--- config.mk ---
export PLATFORM = sky130hd
export DESIGN_NAME = pipe_fetch_q
export DESIGN_NICKNAME = d
export VERILOG_FILES = /design/src/rtl/pipe_fetch_q.sv
export SDC_FILE = /design/constraint.sdc
export NUM_CORES = 1
export LEC_CHECK = 0
export CORE_ASPECT_RATIO = 0.8
export CORE_MARGIN = 2
export CORE_UTILIZATION = 45
export DETAILED_ROUTE_END_ITERATION = 10
export HOLD_SLACK_MARGIN = 0.08
export PLACE_DENSITY = 0.69
export SYNTH_ARGS = -nofsm -noshare
export SYNTH_HDL_FRONTEND = slang
export SYNTH_SLANG_ARGS = --single-unit
--- constraint.sdc ---
create_clock -name clk -period 4.8 [get_ports clk]
set_input_delay 1.2 -clock clk [delete_from_list [all_inputs] [get_ports clk]]
set_output_delay 1.2 -clock clk [all_outputs]
set_load 0.05 [all_outputs]
--- src/rtl/pipe_fetch_q.sv ---
// rtl/pipe_fetch_q.sv - instruction fetch queue between imem read data and ID
// Buffers {pc, inst} pairs in order, throttles the PC through wpc, and drops everything on flush.
module pipe_fetch_q #(
    parameter int DEPTH = 4,
    parameter int AW    = 2,
    parameter int XLEN  = 32
) (
    input  logic            clk,
    input  logic            clr,
    input  logic            if_valid,
    input  logic [XLEN-1:0] if_pc,
    input  logic [XLEN-1:0] if_inst,
    output logic            wpc,
    input  logic            flush,
    input  logic            id_take,
    output logic            d_valid,
    output logic [XLEN-1:0] d_pc,
    output logic [XLEN-1:0] d_inst,
    output logic [XLEN-1:0] d_pc4,
    output logic [AW:0]     count
);

    localparam logic [AW:0] FULL_CNT = (AW+1)'(DEPTH);

    logic [XLEN-1:0] pc_mem_q   [DEPTH];
    logic [XLEN-1:0] inst_mem_q [DEPTH];
    logic [AW-1:0]   rd_ptr_q, rd_ptr_d;
    logic [AW-1:0]   wr_ptr_q, wr_ptr_d;
    logic [AW:0]     count_q, count_d;
    logic            full, empty, deq, enq;

    always_comb begin
        full  = (count_q == FULL_CNT);
        empty = (count_q == '0);
        deq   = id_take & ~empty;
        // A full queue still accepts when the head leaves in the same cycle.
        enq   = if_valid & ~flush & (~full | deq);
        wpc   = ~full | deq | flush;

        rd_ptr_d = rd_ptr_q;
        wr_ptr_d = wr_ptr_q;
        count_d  = count_q;
        if (flush) begin
            rd_ptr_d = '0;
            wr_ptr_d = '0;
            count_d  = '0;
        end else begin
            if (enq) wr_ptr_d = wr_ptr_q + AW'(1);
            if (deq) rd_ptr_d = rd_ptr_q + AW'(1);
            case ({enq, deq})
                2'b10:   count_d = count_q + (AW+1)'(1);
                2'b01:   count_d = count_q - (AW+1)'(1);
                default: count_d = count_q;
            endcase
        end
    end

    always_ff @(posedge clk) begin
        if (clr) begin
            rd_ptr_q <= '0;
            wr_ptr_q <= '0;
            count_q  <= '0;
        end else begin
            rd_ptr_q <= rd_ptr_d;
            wr_ptr_q <= wr_ptr_d;
            count_q  <= count_d;
        end
    end

    always_ff @(posedge clk) begin
        if (enq && !clr) begin
            pc_mem_q[wr_ptr_q]   <= if_pc;
            inst_mem_q[wr_ptr_q] <= if_inst;
        end
    end

    // Empty queue presents a NOP at pc 0 so ID never decodes stale storage.
    always_comb begin
        d_valid = ~empty;
        d_pc    = empty ? '0 : pc_mem_q[rd_ptr_q];
        d_inst  = empty ? '0 : inst_mem_q[rd_ptr_q];
        d_pc4   = d_pc + XLEN'(4);
        count   = count_q;
    end

endmodule

---- Word level (Yosys, flattened, before mapping) ----
Memory sizes are Yosys's and may differ from the RTL's. A register that Yosys moved wholly into a read port is not among the register bits.
Cells that the tools add are included.
word-level totals
  flip-flop bits (word level) ............. 7
  latch bits .............................. 0
  bits in writable memories ............... 256
  bits in read-only memories .............. 0
  bits of input ports ..................... 69
  output and inout port bits .............. 101
  logic and storage cells ................. 35
  memories ................................ 2
memories
  name        depth  bits a word  read ports  clocked after Yosys merged registers in  wr ports  RTL line  source
  inst_mem_q  4      32           1           1                                        1         26        logic [XLEN-1:0] inst_mem_q [DEPTH];
  pc_mem_q    4      32           1           1                                        1         25        logic [XLEN-1:0] pc_mem_q [DEPTH];
cells by class
  add/sub/neg operators ................... 5
  $mul .................................... 0
  divide/modulo/power cells ............... 0
  order comparisons ....................... 0
  equal/unequal tests ..................... 3
  shifts and indexed selects .............. 0
  mux-type cells .......................... 9
  bitwise operators ....................... 8
  reductions and logical operators ........ 5
operator list
  operator                 number
  $mux W32                 2
  $add A32 B3 Y32 const B  1
  $mux W2                  4
  $pmux W3 S2              1
  $add A2 B1 Y2 const B    2
  $add A3 B1 Y3 const B    1
  $and A1 B1 Y1            3
  $eq A3 B3 Y1 const B     1
  $logic_not A3 Y1         1
  $not A1 Y1               3
  $sub A3 B1 Y3 const B    1
  $eq A2 B1 Y1 const B     1
  $eq A2 B2 Y1 const B     1
  $mux W1                  2
  $or A1 B1 Y1             2
  $reduce_bool A2 Y1       1
  $reduce_or A2 Y1         1
  $logic_and A1 B1 Y1      1
  $logic_not A1 Y1         1

---- Longest topological paths before layout ----
Gate-level depths: netlist of the first run.
  word-level depth ........................ 8
  mapped depth ............................ 14
  mapped depth without buffers ............ 11

---- Worst setup path after synthesis of the first run ----
Ideal clock, no wire load.
  path type ............................... reg2out
  from .................................... register count_q[0] (netlist: count[0])
  to ...................................... output d_pc4[26]
  arrival ................................. 5218 ps
  required time ........................... 3600 ps
  slack ................................... -1618 ps
  cell stages (with the launch flop) ...... 15
  buffers on the path ..................... 3
  cell sequence ........................... dfxtp_1 -> nor3_1 -> inv_1 -> clkbuf_1 -> clkbuf_1 -> clkbuf_1 -> nand2_1 -> inv_1 -> ha_1 -> nand2_1 -> o22ai_1 -> nand4b_1 -> nand2b_1 -> nor4_1 -> xor2_1
on the way
  cells in the longest elaborated chain, start to end .. 3
RTL lines
  element                 RTL line  source
  from (decl)             29        logic [AW:0] count_q, count_d;
  from (signal assigned)  66        count_q <= count_d;
  $logic_not A3 Y1        34        empty = (count_q == '0);
  $mux W32                80        d_pc = empty ? '0 : pc_mem_q[rd_ptr_q];
  named net d_pc[2]       17        output logic [XLEN-1:0] d_pc,
  $add A32 B3 Y32         82        d_pc4 = d_pc + XLEN'(4);
  to (decl)               19        output logic [XLEN-1:0] d_pc4,
The timed path passes the listed nets, and every way through them passes these cells.

==> impl_metrics.env, run 1 <==
export IMPL_status="finished clean"
export IMPL_synth_cell_types=40
export IMPL_cts_tree="built"
export IMPL_cts_sinks=265
export IMPL_firstDrtPassIters=4
export IMPL_grt_pass1_vias=6121
export IMPL_cts_clk_slew_worst_paths_ns=0.06
export IMPL_synth_top_cell_area_share=0.7015
export IMPL_cts_max_level=1
export IMPL_area_delta_synth_final_pct=29.50
export IMPL_io_buffer_count=169
export IMPL_worstMarginPinSlew_ns=1.010
export IMPL_max_freq_mhz=217.5
export IMPL_dp_slack_ns=0.4313
export IMPL_start_kind="flip-flop"
export IMPL_synth_nets=660
export IMPL_critical_path_most_common_cell="nand4b_1"
export IMPL_skew_ns=0.01232
export IMPL_grt_pass1_wl_um=35000
export IMPL_vias_per_cell=5.275
export IMPL_drtAntennaViolNets=0
export IMPL_peakVddDrop_uv=312.9
export IMPL_yosysSeqAreaShare=0.7180
export IMPL_rows=51
export IMPL_initialDrtViolationCount=471
export IMPL_wirelength_um=22940
export IMPL_place_gp_congestion=0.8678
export IMPL_cp_max_fo=12
export IMPL_finalCritPeriodShare=0.9579
export IMPL_synth_edf_count=256
export IMPL_ys_warnings_count=0
export IMPL_drcViolationCount=0
export IMPL_grt_usage=0.1814
export IMPL_chipWidth_um=178.5
export IMPL_max_cap_viol_count=0
export IMPL_power_mw=5.053
export IMPL_hp_class="reg2reg"
export IMPL_fill_cells=1856
export IMPL_holdWs_ns=0.5328
export IMPL_ys_ff_latch=265
export IMPL_avgRoutedWirePerCell_um=20.70
export IMPL_yosys_area_top_type="edfxtp_1"
export IMPL_synth_cells=585
export IMPL_yosys_most_used_dff="edfxtp_1"
export IMPL_nets=846
export IMPL_final_setup_worst_slack_ns=0.2019
export IMPL_finalSetupViolCount=0
export IMPL_cp_end_kind="output port"
export IMPL_most_common_layout_cells="edfxtp_1 (256), clkdlybuf4s50_1 (143), mux4_2 (58)"
export IMPL_die_area_um2=25620
export IMPL_period_needed_ns=4.598
export IMPL_num_io_pins=170
export IMPL_synthTopCellsByArea="edfxtp_1 (70%), mux4_2 (12%), and2_1 (3.5%)"
export IMPL_crit_chain="mux4_2 > nand2_4 > clkinvlp_4 > ha_1 > nand2_1 > o22ai_1 > nand4b_1 > nand4b_1 > buf_4 > nor2_1 > xor2_2 > buf_12"
export IMPL_numCtsBuffers=26
export IMPL_max_slew_margin=0.3268
export IMPL_netlist_area_um2=10960
export IMPL_worstSkewPairLatency_ns=0.52
export IMPL_fp_coreArea_um2=24120
export IMPL_antenna_found_initial=1
export IMPL_die_height_um=143.6
export IMPL_vias=5845
export IMPL_drive_gt1_frac=0.2142
export IMPL_critPathSlowestCell="dfxtp_4"
export IMPL_hold_viol_final=0
export IMPL_grt_max_degree=65
export IMPL_avgSynthCellArea_um2=18.73
export IMPL_power_density_nw_per_um2=356.0
export IMPL_clockBufferDepth=3
export IMPL_gr_total_overflow=0
export IMPL_place_hpwl_um=14560
export IMPL_leakagePower_nw=4.581
export IMPL_final_common_cell="edfxtp_1"
export IMPL_synth_async_reset_ratio=0
export IMPL_crit_type="reg2out"
export IMPL_start_util=0.4543
export IMPL_critPathArrivalTime_ns=3.40
export IMPL_slew_viol_final=0
export IMPL_max_stage_delay_ns=0.43
export IMPL_required_ns=3.60
export IMPL_cts_root_buf="clkbuf_16"
## power breakdown
part / internal (mW) / leakage, nW / switching [mW]
combinational: 0.242 / 1.82 / 0.376
clock: 1.09 / 0.376 / 0.783
sequential: 2.56 / 2.39 / 0.00860
total: 3.89 / 4.58 / 1.17
## final timing paths
kind                             from                        to  slack, ns  depth (start not counted)
max                         flip-flop                 d_pc4[24]       0.20                         12
min          rd_ptr_q[0]$_SDFFE_PP0P_  rd_ptr_q[0]$_SDFFE_PP0P_       0.53                          2
max reg2reg     count[0]$_SDFFE_PP0P_     count[1]$_SDFFE_PP0P_       1.83                          9
min reg2reg  rd_ptr_q[0]$_SDFFE_PP0P_  rd_ptr_q[0]$_SDFFE_PP0P_       0.53                          2
## through the flow
stage          area (um^2)  utilization  instances  TNS [ns]
5_1_grt              14190       0.5882       1107  -0.05283
3_5_place_dp         13340       0.5532       1057         0
2_1_floorplan        11080            -        585         0
3_3_place_gp         13340       0.5532       1057         0
6_report             14190       0.5883       1108         0
4_1_cts              14140       0.5864       1105         0
## sequential cells by signal (all words and copies together) (netlist names), named ones only
signal / flops
count: 3
inst_mem_q: 128
pc_mem_q: 128
rd_ptr_q: 2
wr_ptr_q: 2
## layout make-up
class | instances | area [um^2] | share of cell area
clock buffer | 39 | 720.7 | 0.05078
timing repair buffer | 185 | 2054 | 0.1448
multi-input combinational | 277 | 3005 | 0.2118
sequential | 265 | 7886 | 0.5557
inverter | 16 | 63.81 | 0.004497
antenna | 1 | 2.502 | 0.0001763
tap | 318 | 397.9 | 0.02804
clock inverter | 7 | 60.06 | 0.004232
## synthesized netlist by cell type (5+ instances only)
master and instances:
and2_1 62, buf_2 9, clkbuf_1 12, dfxtp_1 9, edfxtp_1 256, ha_1 5
inv_1 16, mux2i_1 9, mux4_1 9, mux4_2 56, nand2_1 27, nand2b_1 5
nand3_1 6, nor2_1 25, nor3_1 7, xnor2_1 16, xor2_1 16
## cells by family after synthesis
logic type / after synthesis / share of synthesized area
flip-flops: 265 / 0.7180
AND/OR/NAND/NOR: 156 / 0.07913
multiplexers: 76 / 0.1470
buffers and inverters: 43 / 0.01895
XOR/XNOR: 32 / 0.02558
AO/OA/AOI/OAI: 7 / 0.003883
adder cells (fa/ha/maj): 6 / 0.007536
## what timing repair did
| action | CTS | global route |
|---|---|---|
| hold endpoints to repair | 0 | 0 |
| hold buffers | 0 | 0 |
| gates resized for setup | 1 | 9 |
| setup buffers | 2 | 2 |
| pin swaps | 0 | 1 |
| setup endpoints to repair | 3 | 7 |
## critical path, delay by kind of cell, from the launching register on
kind	cells	cell delay (ns)
AND/OR/NAND/NOR	5	0.96
buffers and inverters	3	0.46
flip-flops	1	0.43
multiplexers	1	0.42
AO/OA/AOI/OAI	1	0.21
adder cells (fa/ha/maj)	1	0.20
XOR/XNOR	1	0.20
## layer usage
layer  wire, um  vias up  global-route usage  part of all wire
met3       1568       29             0.03862             0.068
met4        342        0             0.04108             0.015
li1           -     2647                   -                 -
met1      10390     2960              0.2626              0.45
met5          0        -                   0                 0
met2      10640      209              0.2857              0.46
Note: power is estimated with default switching activity, not from simulation.
==> run 2, diff against run 1 <==
SETUP_SLACK_MARGIN = 0.2   (was unset)
==> run 2 against run 1 <==
Against the previous run:
- flip-flop and latch count is the same
- register-to-register slack improved by 0.68 ns
- via count up 1.4%
- utilization is 0.37 points higher
- sequential share of layout area shrank 0.35 points
- critical path type unchanged
- critical endpoint is now d_pc4[31]
- largest power group unchanged
==> impl_metrics.env, run 2 (synthesis gave the netlist of run 1 again) <==
export IMPL_grt_max_degree=65
export IMPL_vias_per_cell=5.335
export IMPL_final_core_util=0.5921
export IMPL_cts_clk_slew_worst_paths_ns=0.06
export IMPL_grt_pass1_wl_um=35440
export IMPL_area_delta_synth_final_pct=30.33
export IMPL_drive_gt1_frac=0.2222
export IMPL_final_common_cell="edfxtp_1"
export IMPL_initialDrtViolationCount=398
export IMPL_wirelength_um=23140
export IMPL_nets=848
export IMPL_holdPathStages=2
export IMPL_die_height_um=143.6
export IMPL_fp_coreArea_um2=24120
export IMPL_sw_frac_of_total=0.2345
export IMPL_power_mw=5.149
export IMPL_status="finished clean"
export IMPL_p_clk_frac=0.381
export IMPL_max_freq_mhz=220.3
export IMPL_drtAntennaViolNets=0
export IMPL_finalSetupViolCount=0
export IMPL_cts_sinks=265
export IMPL_cts_root_buf="clkbuf_16"
export IMPL_chipWidth_um=178.5
export IMPL_numPlacedInstances=1056
export IMPL_rr_worst_depth=3
export IMPL_gr_total_overflow=0
export IMPL_cp_end_kind="output port"
export IMPL_crit_type="reg2out"
export IMPL_place_gp_congestion=0.7977
export IMPL_cts_max_level=1
export IMPL_stdcell_count=1111
export IMPL_rsz0062_at_grt="true"
export IMPL_max_cap_viol_count=0
export IMPL_most_common_layout_cells="edfxtp_1 (256), clkdlybuf4s50_1 (144), mux4_2 (57), and2_1 (57), clkbuf_16 (27)"
export IMPL_start_kind="flip-flop"
export IMPL_critPathArrivalTime_ns=3.34
export IMPL_clockBufferDepth=3
export IMPL_hp_class="reg2reg"
export IMPL_fill_cells=1769
export IMPL_io_buffer_count=169
export IMPL_ctsHoldBuffers=0
export IMPL_avgRoutedWirePerCell_um=20.83
export IMPL_power_switching_mw=1.207
export IMPL_die_area_um2=25620
export IMPL_grt_usage=0.1833
export IMPL_cts_tree="built"
export IMPL_place_hpwl_um=14650
export IMPL_period_needed_ns=4.540
export IMPL_vias=5927
export IMPL_setup_tns_ns=0
export IMPL_power_density_nw_per_um2=360.5
export IMPL_finalCritPeriodShare=0.9458
export IMPL_worstSkewPairLatency_ns=0.53
export IMPL_skew_ns=0.01804
export IMPL_numCtsBuffers=27
export IMPL_grt_pass1_vias=6201
export IMPL_dp_slack_ns=0.5359
export IMPL_start_util=0.4543
export IMPL_multi_input_area_um2=3012
export IMPL_peakVddDrop_uv=239.7
export IMPL_firstDrtPassIters=6
export IMPL_max_slew_margin=0.2962
export IMPL_p_int_mw=3.941
export IMPL_required_ns=3.60
export IMPL_rows=51
export IMPL_slew_viol_final=0
export IMPL_drcViolationCount=0
export IMPL_cp_max_fo=14
export IMPL_pwr_share_comb=0.121
export IMPL_seq_area_um2=7886
export IMPL_antenna_found_initial=0
export IMPL_final_setup_worst_slack_ns=0.2601
export IMPL_num_io_pins=170
export IMPL_leakagePower_nw=4.618
export IMPL_worstMarginPinSlew_ns=1.056
export IMPL_hold_viol_final=0
export IMPL_sequentialPowerShare=0.498
-- run 2: cell types whose count changed in the layout (fill, tap and decap cells not counted), moves of 2 or more --
| cell | delta |
|---|---|
| inv_6 | +2 |
| buf_4 | -3 |
| clkbuf_1 | -8 |
| clkinv_1 | +2 |
| clkinvlp_4 | +2 |
| buf_8 | +2 |
| clkinv_2 | +3 |
-- run 2: area by class of cell --
type,count,area share
clock inverters,17,0.01016
repair buffers,186,0.1459
clock buffers,31,0.04836
multi-input cells,277,0.2109
inverters,16,0.004468
well taps,318,0.02786
flip-flops and latches,265,0.5522
diodes,1,0.0001752
-- run 2: power by group through the flow --
stage / Clock, mW / Sequential [mW] / Combinational, mW
after floorplan: 0 / 2.62 / 0.360
after global placement: 0 / 2.61 / 0.615
after detailed placement: 0 / 2.62 / 0.620
after CTS: 2.00 / 2.57 / 0.625
after global routing: 2.10 / 2.57 / 0.653
final: 1.96 / 2.57 / 0.623
-- run 2: what timing repair did --
item / 4_1_cts / 5_1_grt
buffers inserted: 4 / 2
gates resized for setup: 6 / 2
pin swaps: 1 / 2
endpoints found under the setup margin: 9 / 4
-- run 2: path summary, 6_finish.rpt --
path / from / endpoint / slack, ns
worst max-delay path: flip-flop / d_pc4[31] / 0.26
worst min-delay path: rd_ptr_q[1]$_SDFFE_PP0P_ / flip-flop / 0.55
worst max register to register: count[2]$_SDFFE_PP0P_ / pc_mem_q[1][27]$_DFFE_PP_ / 2.51
worst min register to register: rd_ptr_q[1]$_SDFFE_PP0P_ / flip-flop / 0.55
-- run 2: layer usage --
layer  vias to the layer above  share of wire  track usage
li1                       2655              -            -
met1                      3023           0.45       0.2668
met2                       221           0.46       0.2924
met3                        28          0.077      0.03810
met4                         0          0.013      0.03166
met5                         -              0            0
-- run 2: per-stage QoR --
step / area [um^2] / hold slack, ns
finish: 14280 / 0.5452
CTS: 14260 / 0.5443
detailed placement: 13360 / 0.5273
global placement: 13360 / 0.5168
global route: 14280 / 0.5640
floorplan: 11120 / 0.4847
-- run 2: critical path, stage by stage, from the launching register on --
cell,delay [ns]
dfxtp_4,0.42
mux4_2,0.42
nand2_2,0.10
or4_4,0.60
or4_4,0.60
nor4_4,0.23
xor2_1,0.28
buf_12,0.17
==> run 3, diff against run 2 <==
--- a/config.mk
+++ b/config.mk
@@ -8,8 +8,8 @@
 export CORE_ASPECT_RATIO = 0.8
 export CORE_MARGIN = 2
-export CORE_UTILIZATION = 45
+export CORE_UTILIZATION = 54
 export DETAILED_ROUTE_END_ITERATION = 10
 export HOLD_SLACK_MARGIN = 0.08
-export PLACE_DENSITY = 0.69
+export PLACE_DENSITY = 0.8
 export SETUP_SLACK_MARGIN = 0.2
 export SYNTH_ARGS = -nofsm -noshare
==> constraint.sdc (replaced) <==
create_clock -name clk -period 4.8 [get_ports clk]
set_input_delay 0.48 -clock clk [delete_from_list [all_inputs] [get_ports clk]]
set_output_delay 0.48 -clock clk [all_outputs]
set_load 0.05 [all_outputs]
==> run 3 against run 2 <==
Against the previous run:
- total power shrank 4.7%
- first-iteration DRC count grew 35%
- via count down 0.15%
- die area down 16%
- critical path depth up 1
- final cell count down 6.3%
- sequential share of layout area rose by 1.8 points
- non-clock buffer count shrank 10
- largest cell class unchanged
- clock-buffer cell count decreased by 4
- flip-flop and latch count stayed put
- critical endpoint is now d_pc4[25]
==> impl_metrics.env, run 3 (synthesis gave the netlist of run 1 again) <==
export IMPL_setup_tns_ns=0
export IMPL_rsz0062_at_grt="false"
export IMPL_holdWs_ns=0.5382
export IMPL_finalSetupViolCount=0
export IMPL_numCtsBuffers=25
export IMPL_peakVddDrop_uv=340.0
export IMPL_gr_total_overflow=0
export IMPL_nets=836
export IMPL_r2r_slack_ns=2.42
export IMPL_die_area_um2=21460
export IMPL_max_slew_margin=0.3190
export IMPL_vias=5918
export IMPL_rr_worst_depth=10
export IMPL_cts_max_level=1
export IMPL_drcViolationCount=0
export IMPL_chipWidth_um=163.3
export IMPL_ctsHoldBuffers=0
export IMPL_io_buffer_count=169
export IMPL_drtAntennaViolNets=0
export IMPL_skew_ns=0.007129
export IMPL_firstDrtPassIters=5
export IMPL_drive_gt1_frac=0.1740
export IMPL_most_common_layout_cells="edfxtp_1 (256), clkdlybuf4s50_1 (154), and2_1 (58)"
export IMPL_final_core_util=0.6954
export IMPL_num_io_pins=170
export IMPL_grt_max_degree=65
export IMPL_max_freq_mhz=227.2
export IMPL_power_density_nw_per_um2=355.2
export IMPL_wirelength_um=22380
export IMPL_status="finished clean"
export IMPL_place_gp_congestion=0.7996
export IMPL_grt_pass1_vias=6104
export IMPL_required_ns=4.32
export IMPL_leakagePower_nw=4.455
export IMPL_crit_type="reg2out"
export IMPL_r2r_end="count[2]$_SDFFE_PP0P_"
export IMPL_die_height_um=131.4
export IMPL_start_kind="flip-flop"
export IMPL_period_needed_ns=4.402
export IMPL_grt_pass1_wl_um=34490
export IMPL_hp_class="reg2reg"
export IMPL_cts_tree="built"
export IMPL_hold_viol_final=0
export IMPL_r2r_start="count[2]$_SDFFE_PP0P_"
export IMPL_endpoint="d_pc4[25]"
export IMPL_clockBufferDepth=3
export IMPL_final_common_cell="edfxtp_1"
export IMPL_max_cap_viol_count=0
export IMPL_critPathArrivalTime_ns=3.92
export IMPL_vias_per_cell=5.685
export IMPL_finalCritPeriodShare=0.9171
export IMPL_cp_end_kind="output port"
export IMPL_rows=46
export IMPL_avgRoutedWirePerCell_um=21.49
export IMPL_slew_viol_final=0
export IMPL_cp_max_fo=42
export IMPL_worstSkewPairLatency_ns=0.53
export IMPL_antenna_found_initial=3
export IMPL_start_util=0.5519
export IMPL_worstMarginPinSlew_ns=1.021
export IMPL_cts_root_buf="clkbuf_16"
export IMPL_fp_coreArea_um2=19860
export IMPL_place_hpwl_um=13770
export IMPL_initialDrtViolationCount=537
export IMPL_area_delta_synth_final_pct=26.01
export IMPL_cts_clk_slew_worst_paths_ns=0.06
export IMPL_grt_usage=0.2093
export IMPL_cts_sinks=265
export IMPL_power_mw=4.904
[run 3: cell count changes in the layout (fill, tap and decap cells not counted), sizes merged, moves of 2 or more]
cell           delta
buf              -22
clkdlybuf4s50    +10
clkbuf            -4
clkinv            +4
clkinvlp          -3
bufinv            -2
dlymetal6s2s      +2
[run 3: how the worst min path moves through the flow]
| stage | startpoint | endpoint | slack (ns) | cells after the start |
|---|---|---|---|---|
| 4_1_cts | wr_ptr_q[1]$_SDFFE_PP0P_ | wr_ptr_q[1]$_SDFFE_PP0P_ | 0.53 | 2 |
| 3_3_place_gp | rd_ptr_q[0]$_SDFFE_PP0P_ | rd_ptr_q[0]$_SDFFE_PP0P_ | 0.51 | 2 |
| 5_1_grt | count[2]$_SDFFE_PP0P_ | count[2]$_SDFFE_PP0P_ | 0.57 | 2 |
| 6_report | wr_ptr_q[1]$_SDFFE_PP0P_ | wr_ptr_q[1]$_SDFFE_PP0P_ | 0.54 | 2 |
| 3_5_place_dp | rd_ptr_q[0]$_SDFFE_PP0P_ | flip-flop | 0.52 | 2 |
| 2_1_floorplan | rd_ptr_q[1]$_SDFFE_PP0P_ | flip-flop | 0.48 | 2 |
[run 3: worst max-delay path, stage by stage, from the launching register on]
cell	delay, ns
dfxtp_4	0.66
buf_12	0.33
mux4_2	0.28
nand2_1	0.13
inv_1	0.14
o2111ai_1	0.19
or4_4	0.62
xnor2_1	0.18
clkdlybuf4s50_1	0.82
[run 3: cell type report]
cell class	count	area (um^2)
sequential	265	7879
fill	1278	6048
multi-input combinational	277	2955
timing repair buffer	176	1867
clock buffer	27	633.1
tap	264	330.3
clock inverter	15	77.57
inverter	16	63.81
antenna	1	2.502
[run 3: report_power, final]
part / switching (mW) / internal (mW) / total [mW]
logic: 0.370 / 0.227 / 0.597
registers: 0.00977 / 2.56 / 2.57
clock network: 0.791 / 0.947 / 1.74
total: 1.17 / 3.73 / 4.90
[run 3: timing repair]
action,CTS,global route
setup buffers,1,0
resized for setup,0,2
endpoints found under the setup margin,2,2
[run 3: through the flow]
stage / std cells / cell area, um^2 / setup slack [ns]
2_1_floorplan: 585 / 11030 / 0.3100
3_3_place_gp: 997 / 13070 / 0.7320
3_5_place_dp: 997 / 13070 / 0.6778
4_1_cts: 1040 / 13800 / 0.2555
5_1_grt: 1040 / 13810 / 0.2610
6_report: 1041 / 13810 / 0.3979
[run 3: per-layer routing]
metal | vias to the layer above | global-route usage | share of wire
li1 | 2627 | - | -
met5 | - | 0 | 0.0013
met4 | 4 | 0.03540 | 0.016
met1 | 3010 | 0.2991 | 0.43
met3 | 38 | 0.05682 | 0.083
met2 | 239 | 0.3329 | 0.47
